## src/rtl/pkt_hdr_reader.sv

```systemverilog
// Reads the stable bank of the ping-pong header RAM and replays each stored header
// as one tagged multi-word packet, paced by an inter-packet gap and downstream almost-full.
module pkt_hdr_reader #(
    parameter int HDR_LEN    = 8,
    parameter int GAP_CYCLES = 16
) (
    input  logic         clk,
    input  logic         rst,
    input  logic         in_phr_addr_shift,
    input  logic         in_phr_update_finish,
    input  logic         in_phr_test_start,
    input  logic [15:0]  in_phr_pkt_total,
    output logic         out_phr_ram_rd,
    output logic [5:0]   out_phr_ram_addr,
    input  logic [127:0] in_phr_ram_rdata,
    input  logic         in_phr_alf,
    output logic         out_phr_data_wr,
    output logic [133:0] out_phr_data,
    output logic [15:0]  out_phr_pkt_cnt,
    output logic         out_phr_send_finish
);

    typedef enum logic [2:0] {
        IDLE_S  = 3'd0,
        START_S = 3'd1,
        READ_S  = 3'd2,
        DRAIN_S = 3'd3,
        GAP_S   = 3'd4
    } state_t;

    localparam logic [4:0] LAST_WORD = 5'(HDR_LEN - 1);
    localparam logic [7:0] GAP_LAST  = 8'(GAP_CYCLES - 1);

    state_t      state;
    state_t      state_nxt;
    logic [4:0]  word;
    logic [4:0]  word_nxt;
    logic [7:0]  gap;
    logic [7:0]  gap_nxt;
    logic        bank;
    logic        bank_nxt;
    logic [15:0] pkt_cnt_nxt;
    logic        finish_nxt;

    logic        rd_q;
    logic        first_q;
    logic        last_q;
    logic [1:0]  tag;

    // Flow control: out_phr_data_wr is a push-only strobe with no ready; the sink
    // throttles by raising in_phr_alf, which is honoured only between packets.
    always_comb begin
        state_nxt      = state;
        word_nxt       = word;
        gap_nxt        = gap;
        bank_nxt       = bank;
        pkt_cnt_nxt    = out_phr_pkt_cnt;
        finish_nxt     = out_phr_send_finish;
        out_phr_ram_rd = 1'b0;
        case (state)
            IDLE_S: begin
                if (!in_phr_test_start) begin
                    pkt_cnt_nxt = '0;
                    finish_nxt  = 1'b0;
                end
                if (in_phr_test_start && in_phr_update_finish && !out_phr_send_finish)
                    state_nxt = START_S;
            end
            START_S: begin
                if (!in_phr_alf) begin
                    bank_nxt  = in_phr_addr_shift;
                    word_nxt  = '0;
                    state_nxt = READ_S;
                end
            end
            READ_S: begin
                out_phr_ram_rd = 1'b1;
                word_nxt       = word + 5'd1;
                if (word == LAST_WORD)
                    state_nxt = DRAIN_S;
            end
            DRAIN_S: begin
                pkt_cnt_nxt = out_phr_pkt_cnt + 16'd1;
                if (in_phr_pkt_total != 16'd0 && pkt_cnt_nxt == in_phr_pkt_total) begin
                    finish_nxt = 1'b1;
                    state_nxt  = IDLE_S;
                end else if (!in_phr_test_start) begin
                    state_nxt = IDLE_S;
                end else if (GAP_CYCLES == 0) begin
                    state_nxt = START_S;
                end else begin
                    gap_nxt   = '0;
                    state_nxt = GAP_S;
                end
            end
            GAP_S: begin
                if (gap == GAP_LAST)
                    state_nxt = START_S;
                else
                    gap_nxt = gap + 8'd1;
            end
            default: state_nxt = IDLE_S;
        endcase
    end

    assign out_phr_ram_addr = out_phr_ram_rd ? {bank, word} : 6'd0;

    always_ff @(posedge clk) begin
        if (rst) begin
            state               <= IDLE_S;
            word                <= '0;
            gap                 <= '0;
            bank                <= 1'b0;
            out_phr_pkt_cnt     <= '0;
            out_phr_send_finish <= 1'b0;
        end else begin
            state               <= state_nxt;
            word                <= word_nxt;
            gap                 <= gap_nxt;
            bank                <= bank_nxt;
            out_phr_pkt_cnt     <= pkt_cnt_nxt;
            out_phr_send_finish <= finish_nxt;
        end
    end

    // Position flags ride one stage behind the read so they line up with rdata.
    assign tag = first_q ? 2'b01 : (last_q ? 2'b10 : 2'b11);

    always_ff @(posedge clk) begin
        if (rst) begin
            rd_q            <= 1'b0;
            first_q         <= 1'b0;
            last_q          <= 1'b0;
            out_phr_data_wr <= 1'b0;
            out_phr_data    <= '0;
        end else begin
            rd_q            <= out_phr_ram_rd;
            first_q         <= out_phr_ram_rd && (word == 5'd0);
            last_q          <= out_phr_ram_rd && (word == LAST_WORD);
            out_phr_data_wr <= rd_q;
            out_phr_data    <= rd_q ? {tag, 4'h0, in_phr_ram_rdata} : '0;
        end
    end

endmodule
```

## config.mk

```make
export PLATFORM = sky130hd
export DESIGN_NAME = pkt_hdr_reader
export DESIGN_NICKNAME = d
export VERILOG_FILES = /design/src/rtl/pkt_hdr_reader.sv
export SDC_FILE = /design/constraint.sdc
export NUM_CORES = 1
export LEC_CHECK = 0
export BUFFER_PORTS_ARGS = -buffer_cell sky130_fd_sc_hd__buf_2
export CORE_ASPECT_RATIO = 1.25
export CORE_MARGIN = 1.5
export CORE_UTILIZATION = 41
export DETAILED_ROUTE_END_ITERATION = 10
export PLACE_DENSITY = 0.77
export SLEW_MARGIN = 20
export SYNTH_ARGS = -nofsm -noshare
export SYNTH_HDL_FRONTEND = slang
export SYNTH_SLANG_ARGS = --single-unit
```

## constraint.sdc

```tcl
create_clock -name clk -period 2.5 [get_ports clk]
set_input_delay 0.125 -clock clk [delete_from_list [all_inputs] [get_ports clk]]
set_output_delay 0.125 -clock clk [all_outputs]
set_load 0.02 [all_outputs]
```

# After elaboration in Yosys (flattened, before gate mapping)
# Index checks and enable logic that the tools add are counted.
totals:
  register_bits: 172
  output_inout_bits: 159
  word_cells: 76
classes:
  bitwise_logic: 2
  eq_ne: 16
  n_reduce_logical: 20
  n_mux: 22
  addsub: 3
ops:
  columns: ["op", "n"]
  rows:
  - ["one-hot mux 16 bit (2 select lines)", 1]
  - ["two-way mux 8 bit", 3]
  - ["two-way mux 3 bit", 6]
  - ["inequality test 2 bit (second input constant)", 9]
  - ["adder 16 x 1 -> 16 bit (second input constant)", 1]
  - ["== test 16 bit", 1]
  - ["two-way mux 16 bit", 1]
  - ["one-hot mux 8 bit (2 select lines)", 1]
  - ["nonzero test 16 bit", 1]
  - ["one-hot mux 3 bit (5 select lines)", 1]
  - ["one-hot mux 5 bit (2 select lines)", 1]
  - ["adder 8 x 1 -> 8 bit (second input constant)", 1]
  - ["== test 8 x 4 -> 1 bit (second input constant)", 1]
  - ["AND reduction 4 bit", 2]
  - ["== test 3 x 2 -> 1 bit (second input constant)", 2]
  - ["two-way mux 6 bit", 1]
  - ["AND reduction 2 bit", 3]
  - ["nonzero test 2 bit", 3]
  - ["adder 5 x 1 -> 5 bit (second input constant)", 1]
  - ["== test 5 x 3 -> 1 bit (second input constant)", 1]
  - ["logical AND 1 bit", 5]
  - ["logical NOT 5 bit", 1]
  - ["two-way mux 5 bit", 1]
  - ["two-way mux 1 bit", 4]
  - ["other kinds (10)", 11]

# Logic depth before layout (Yosys ltp)
# Gate-level depths: netlist of run 1.
depth:
  depth_word: 5
  mapped_depth: 9

# Least setup slack after synthesis of run 1
# No wires, ideal clock.
synth_timing:
  path_kind: "flip-flop to flip-flop"
  startpoint: "register out_phr_pkt_cnt[0]"
  endpoint: "register gap[6]"
  stages_incl_launch_ff: 9
  n_path_buf: 0
  required_time_ns: 2.412
  t_arrival_ns: 2.502
  setup_slack_ns: -0.090
  synth_period_minus_slack_ns: 2.590
  setup_time_ns: 0.088
  cell_sequence: "dfxtp_1 > ha_1 > xor2_1 > xnor2_1 > o311ai_0 > or4_4 > nor4_4 > o21ai_2 > a311oi_2"
synth_between:
  elab_chain_cells: 5
synth_lines:
  columns: ["item", "line", "rtl"]
  rows:
  - ["from (decl)", "19", "output logic [15:0] out_phr_pkt_cnt,"]
  - ["from (signal assigned)", "121", "out_phr_pkt_cnt <= pkt_cnt_nxt;"]
  - ["adder 16 x 1 -> 16 bit", "83", "pkt_cnt_nxt = out_phr_pkt_cnt + 16'd1;"]
  - ["== test 16 bit", "84", "if (in_phr_pkt_total != 16'd0 && pkt_cnt_nxt == in_phr_pkt_total) begin"]
  - ["logical AND 1 bit", "84", null]
  - ["inequality test 2 bit (no line)", null, null]
  - ["AND reduction 4 bit (no line)", null, null]
  - ["to (signal assigned)", "119", "gap <= gap_nxt;"]
  - ["to (decl)", "38", "logic [7:0] gap;"]
# Every way passes these cells.
# A chain may end at the register's enable or synchronous reset.

# Worst setup path after layout of run 1
# Ends and elaborated chain as after synthesis.

==> results of run 1 <==
-- cell families after synthesis --
group	after synthesis	share of synthesized area
xor+xnor	22	0.0326
other cells	1	0.000634
simple gates	261	0.256
buf+inv	49	0.0389
flops	168	0.569
compound gates	80	0.0933
mux	1	0.00169
fa+ha+maj	4	0.00846
-- layout by cell type, fill, tap and decap left out, types with 4 or more instances in the layout --
cell,n
dfxtp_2,5
conb_1,4
dfxtp_1,163
xnor2_1,11
clkbuf_16,17
buf_2,304
xor2_1,10
nand2b_1,6
o21ai_0,12
dlygate4sd3_1,130
nor4_1,7
and2_1,135
inv_1,7
a311oi_1,4
o211ai_1,4
a21oi_1,26
nand3_1,13
nor3_1,11
a211oi_1,5
buf_4,23
nand3b_1,4
nand2_1,21
clkinv_8,4
nor2_1,40
inv_8,5
-- flip-flops by register name, indices dropped and copies added, names as in the netlist --
| register | flops |
|---|---|
| out_phr_data | 130 |
| bank | 1 |
| last_q | 1 |
| out_phr_pkt_cnt | 16 |
| rd_q | 1 |
| gap | 8 |
| state | 3 |
| out_phr_data_wr | 1 |
| first_q | 1 |
| out_phr_send_finish | 1 |
| word | 5 |
-- layout make-up --
cell class	count	area, µm²
antenna	3	7.51
fill	1010	4320
sequential	168	3370
timing repair buffer	458	3020
inverter	9	33.8
multi-input combinational	372	2370
clock inverter	15	179
clock buffer	17	425
tap	175	219
-- worst max path at each step --
stage,to,startpoint,slack [ps]
2_1_floorplan,gap[6],out_phr_pkt_cnt[0],50
4_1_cts,gap[6],out_phr_pkt_cnt[0],20
6_report,gap[6],out_phr_pkt_cnt[0],120
3_5_place_dp,gap[6],out_phr_pkt_cnt[0],8
3_3_place_gp,gap[6],out_phr_pkt_cnt[0],20
5_1_grt,gap[7],out_phr_pkt_cnt[0],-30
-- worst max-delay path, stage by stage (launching register included) --
cell,delay [ps]
dfxtp_2,360
ha_4,160
nand3_2,120
buf_4,180
a211oi_2,190
a221oi_1,100
a2111o_1,430
nor4_4,370
o21ai_2,160
a311oi_2,220
-- routing by layer --
| metal | part of all wire | up-vias |
|---|---|---|
| met3 | 0.092 | 56 |
| met5 | 0 | - |
| met2 | 0.50 | 250 |
| met1 | 0.37 | 2695 |
| met4 | 0.043 | 0 |
| li1 | - | 2835 |
-- report_power, final --
| group | internal [W] | switching [W] | leakage, nW |
|---|---|---|---|
| sequential | 0.00270 | 0.0000133 | 1.36 |
| clock | 0.00136 | 0.00125 | 0.288 |
| combinational | 0.000273 | 0.000196 | 2.99 |
-- metrics by stage --
stage          power (W)  worst slack, ps  TNS, ps  std cells   util
2_1_floorplan    0.00290             50.0        0        589      -
3_3_place_gp     0.00305             24.2        0       1052  0.550
3_5_place_dp     0.00306             8.08        0       1052  0.550
4_1_cts          0.00584             24.2        0       1214  0.687
5_1_grt          0.00600            -28.2    -64.4       1216  0.690
6_report         0.00579              124        0       1217  0.690
-- timing repair --
| action | in CTS | in global routing |
|---|---|---|
| endpoints found under the hold margin | 130 | 0 |
| pin swaps | 2 | 1 |
| setup endpoints to repair | 3 | 10 |
| gates resized for setup | 4 | 6 |
| hold buffers | 130 | 0 |
==> results by group, run 1 <==
Status
  • Outcome: completed

Worst setup path
  • Depth of the worst register-to-register path: 9
  • Setup crit end kind: flop
  • Setup slack, reg-to-reg: 120 ps
  • Critical path data required time: 2830 ps
  • Critical-path maximum fanout: 5
  • Setup Crit Path Kind: flop to flop
  • Worst Setup Start Kind: flop
  • Worst r2r src: out_phr_pkt_cnt[0]
  • Arr. time, crit path: 2710 ps
  • Reg2Reg Capture Point: gap[6]

Synthesis
  • #FFs+latches synth: 168
  • Syn_area_per_cell: 10.1 µm²
  • Yosys warning count: 0
  • Most instantiated cells after synthesis: 168 x dfxtp_1, 135 x and2_1, 40 x nor2_1
  • Distinct cell type count after synthesis: 57
  • Post-synth EDFFs: 0
  • Dominant cell type by area after synthesis: dfxtp_1
  • Asr flop ratio synth: 0
  • Most used DFF post-synth: dfxtp_1
  • Most frequent cell after synthesis: dfxtp_1
  • Cell area after synthesis: 5910 µm²
  • Seq/Total Area, Yosys: 0.569
  • Synth top area share: 0.569
  • Top post-synthesis cells by area: dfxtp_1 57%, and2_1 14%, nor2_1 2.5%, a21oi_1 2.2%, clkbuf_1 1.7%
  • Gate Count Post-Synth: 586

Global route
  • M3 GR Usage: 0.114
  • First-pass GRT wire length: 32.2 mm
  • Global routing's busiest layer: met2
  • Grt met2 use: 0.467
  • Met1 usage: 0.296
  • Total GRT Usage: 0.274
  • Initial antenna violation count: 2
  • Largest net degree at the start of global routing: 62
  • Vias in the first global route: 5,873
  • Gr ovfl total: 0

Pwr
  • Worst vdd ir: 0.452 mV
  • Power density cells: 602 nW/µm²
  • Leakage: 4.64 nW

Clock tree
  • Root Buffer Master: clkbuf_16
  • H-tree depth: 4
  • Num CTS Buffers: 17
  • Latest clock arrival within the worst-skew pair: 420 ps
  • Maximum buffer depth of the clock tree: 2
  • CTS tree: built
  • CTS clk-pin slew, worst paths: 70 ps
  • Post-CTS setup buffers: 0
  • CTS Sinks: 168

Timing
  • RSZ-0062 raised after global routing: true
  • Least-Margin Pin Slew: 736 ps
  • Worst hold margin: 48.0 ps
  • Final period util: 0.950
  • Slew Limit Headroom: 0.503
  • Pins over their slew limit: 0
  • Minimum clock period: 2380 ps
  • Final-report setup violation count: 0
  • Fmax: 0.421 GHz
  • Final hold violation count: 0
  • Worst Clk Skew: 9.97 ps

Placed design
  • DPL Wire Length: 13.5 mm
  • Area post-placement: 7660 µm²
  • Port Buf Inserts: 304
  • Placer Congestion: 0.919

Cells and area
  • Share of cells above drive strength 1: 0.371
  • Syn-to-layout area delta: 62.6%
  • Final instance area: 9620 µm²
  • Nets: 1,180

Flow run
  • Max-cap violation count: 0

Die
  • Die Span X: 110 µm
  • I/O Pins: 309
  • Row count: 48
  • Die Y: 137 µm
  • Initial core utilization: 0.424
  • Core area: 13,900 µm²
  • Die area: 15,200 µm²

Min path
  • Hold Path Sink: out_phr_data[133]
  • Hold Path Cell Cnt: 3
  • Hold crit path type: primary input to flop
  • Critical hold path startpoint: rst

Drt
  • Total wire length: 21.3 mm
  • Drt wl/cell: 17.5 µm
  • Pre-antenna DRT Iters: 4
  • DRC: 0
  • Routed via count: 5,836
  • Number of DRC markers in iteration 0: 288
  • Vias per cell: 4.80
  • ANT nets after route: 0
(Power assumes the default switching activity.)
==> inputs of run 2 (changes only) <==
CORE_UTILIZATION = 42   (was 41)
CTS_BUF_LIST = sky130_fd_sc_hd__clkbuf_8   (was unset)
PLACE_DENSITY = 0.78   (was 0.77)
==> results by group, run 2 (synthesized netlist as in run 1, its figures left out) <==
Die
  • Die area: 14,800 µm² (-2.3%)
  • Die Y: 136 µm (-1.2%)
  • Core area: 13,800 µm² (-1.3%)
  • Die Span X: 109 µm (-1.2%)
  • I/O Pins: 309 (unchanged)
  • Initial core utilization: 0.430 (+0.00556)
  • Row count: 48 (unchanged)

Timing
  • Worst Clk Skew: 15.7 ps (+5.72 ps)
  • Fmax: 0.420 GHz (-0.16%)
  • RSZ-0062 raised after global routing: true
  • Fin Setup TNS: 0 ps (unchanged)
  • Pins over their slew limit: 0 (unchanged)
  • Min setup slack post-route: 121 ps (-3.80 ps)
  • Minimum clock period: 2380 ps (+3.80 ps)
  • Final period util: 0.952 (+0.00152)
  • Final hold violation count: 0 (unchanged)
  • Slew Limit Headroom: 0.537 (+0.0345)
  • Least-Margin Pin Slew: 685 ps (-51.0 ps)
  • Final-report setup violation count: 0 (unchanged)

Worst setup path
  • Critical-path maximum fanout: 5 (unchanged)
  • Worst Setup Start Kind: flop
  • CP max-delay cell: or4_4
  • WP buf/inv: 0 (-1)
  • Setup Crit Path Kind: flop to flop
  • Crit path from: out_phr_pkt_cnt[0]
  • Cell family contributing the most delay on the critical path: simple AND/OR/NAND/NOR gates
  • Arr. time, crit path: 2750 ps (+40 ps)
  • Most frequent CP cell: a311oi_2
  • CP cell instances: ha_4 > xor2_1 > a311oi_2 > o211ai_1 > or4_4 > nor4_4 > o21ai_2 > a311oi_2
  • Worst r2r src: out_phr_pkt_cnt[0]
  • Depth of the worst register-to-register path: 8 (-1)
  • Critical Path Max Stage Delay: 440 ps (about the same)
  • Crit. path cell count: 8 (-1)
  • Setup crit end kind: flop
  • Critical path data required time: 2870 ps (+40 ps)

Global route
  • M3 GR Usage: 0.121 (+0.00722)
  • Total GRT Usage: 0.288 (+0.0144)
  • Largest net degree at the start of global routing: 63 (+1.6%)
  • Vias in the first global route: 5,947 (+1.3%)
  • Met1 usage: 0.299 (+0.00225)
  • First-pass GRT wire length: 31.5 mm (-2.3%)
  • Gr ovfl total: 0 (unchanged)
  • Global routing's busiest layer: met2
  • Grt met2 use: 0.488 (+0.0201)
  • Initial antenna violation count: 3 (+1)

Clock tree
  • Post-CTS setup buffers: 0 (unchanged)
  • CTS clk-pin slew, worst paths: 100 ps (+30 ps)
  • Root Buffer Master: clkbuf_8
  • CTS Sinks: 168 (unchanged)
  • CTS tree: built
  • Latest clock arrival within the worst-skew pair: 460 ps (+40 ps)
  • H-tree depth: 4 (unchanged)
  • Maximum buffer depth of the clock tree: 2 (unchanged)
  • Num CTS Buffers: 17 (unchanged)

Cells and area
  • Share of cells above drive strength 1: 0.366 (-0.00446)
  • Most frequent cells in the layout: 304 x buf_2, 164 x dfxtp_1, 135 x and2_1, 132 x dlygate4sd3_1, 40 x nor2_1
  • Largest regs: out_phr_data x130, out_phr_pkt_cnt x16, gap x8
  • Syn-to-layout area delta: 58.7%
  • FILL cells: 1,018 (+0.79%)
  • Final Util: 0.682 (-0.00761)
  • Max reg flops: 130 (unchanged)
  • Top reg by flops: out_phr_data
  • Most common cell after layout, fill and taps aside: buf_2
  • Nets: 1,179 (-0.085%)

Drt
  • Pre-antenna DRT Iters: 5 (+1)
  • Number of DRC markers in iteration 0: 258 (-10%)
  • Routed via count: 5,913 (+1.3%)
  • Total wire length: 22.1 mm (+3.8%)
  • ANT nets after route: 0 (unchanged)
  • Drt wl/cell: 18.2 µm (+3.9%)
  • Vias per cell: 4.86 (+1.4%)
  • DRC: 0 (unchanged)

Flow run
  • Max-cap violation count: 0 (unchanged)

Pwr
  • Worst vdd ir: 0.378 mV (-16%)
  • Power density cells: 540 nW/µm² (-10%)
  • Leakage: 4.53 nW (-2.2%)
  • Tot Pwr: 0.00506 W (-13%)

Min path
  • Hold crit path type: primary input to flop
  • Hold Path Cell Cnt: 7 (+4)
  • Critical hold path startpoint: in_phr_update_finish

Placed design
  • Port Buf Inserts: 304 (unchanged)
  • Placer Congestion: 1.01 (+9.8%)
  • DPL Wire Length: 13.7 mm (+1.7%)
  • Place WS: 1.75 ps (-6.33 ps)

Status
  • Outcome: completed
-- run 2: changes by cell type in the layout (fill, tap and decap cells not counted), moves of 2 or more --
cell / before / now
clkinv_2: 0 / 3
inv_8: 5 / 3
inv_6: 2 / 4
clkbuf_8: 0 / 17
clkbuf_16: 17 / 0
dlygate4sd3_1: 130 / 132
clkinv_8: 4 / 0
buf_4: 23 / 20
-- run 2: cell type report --
| class | instances | area [µm²] | area share |
|---|---|---|---|
| sequential | 168 | 3370 | 0.359 |
| timing repair buffer | 457 | 3010 | 0.321 |
| multi-input combinational | 372 | 2370 | 0.252 |
| clock buffer | 17 | 234 | 0.0249 |
| tap | 175 | 219 | 0.0233 |
| clock inverter | 15 | 141 | 0.0151 |
| inverter | 9 | 33.8 | 0.00360 |
| antenna | 3 | 7.51 | 0.000800 |
-- run 2: stage by stage --
stage / instance area [µm²] / hold WS (ps) / cells
finish: 9390 / 287 / 1216
detailed placement: 7640 / 327 / 1049
global route: 9380 / 350 / 1215
global placement: 7640 / 323 / 1049
floorplan: 5930 / 247 / 589
CTS: 9340 / 268 / 1213
-- run 2: final timing paths --
| check | slack [ps] | end |
|---|---|---|
| worst max register to register | 120 | gap[6] |
| worst max-delay path | 120 | gap[6] |
| worst min-delay path | 290 | state[0] |
| worst min register to register | 430 | out_phr_data[133] |
-- run 2: what timing repair did --
item                                    4_1_cts  5_1_grt
pin swaps                                     1        3
endpoints found under the hold margin       132        0
gates resized for setup                       1        8
hold buffers                                132        0
endpoints found under the setup margin        1       10
-- run 2: metal layers --
metal / vias to the layer above / part of all wire / wire length, µm
met1: 2745 / 0.37 / 8160
li1: 2814 / - / -
met2: 284 / 0.48 / 10700
met3: 66 / 0.10 / 2220
met4: 4 / 0.046 / 1010
met5: - / 0.0044 / 97
-- run 2: power by group --
part | leakage [nW] | internal (W) | switching [W]
Combinational | 2.98 | 0.000277 | 0.000204
Clock | 0.194 | 0.000811 | 0.00106
Sequential | 1.36 | 0.00270 | 0.0000124
Total | 4.53 | 0.00378 | 0.00128
-- run 2: worst register-to-register path: stages, from the launching register on --
cell and delay [ps]:
dfxtp_2 340, ha_4 240, xor2_1 170, a311oi_2 220, o211ai_1 130, or4_4 440
nor4_4 360, o21ai_2 140, a311oi_2 250
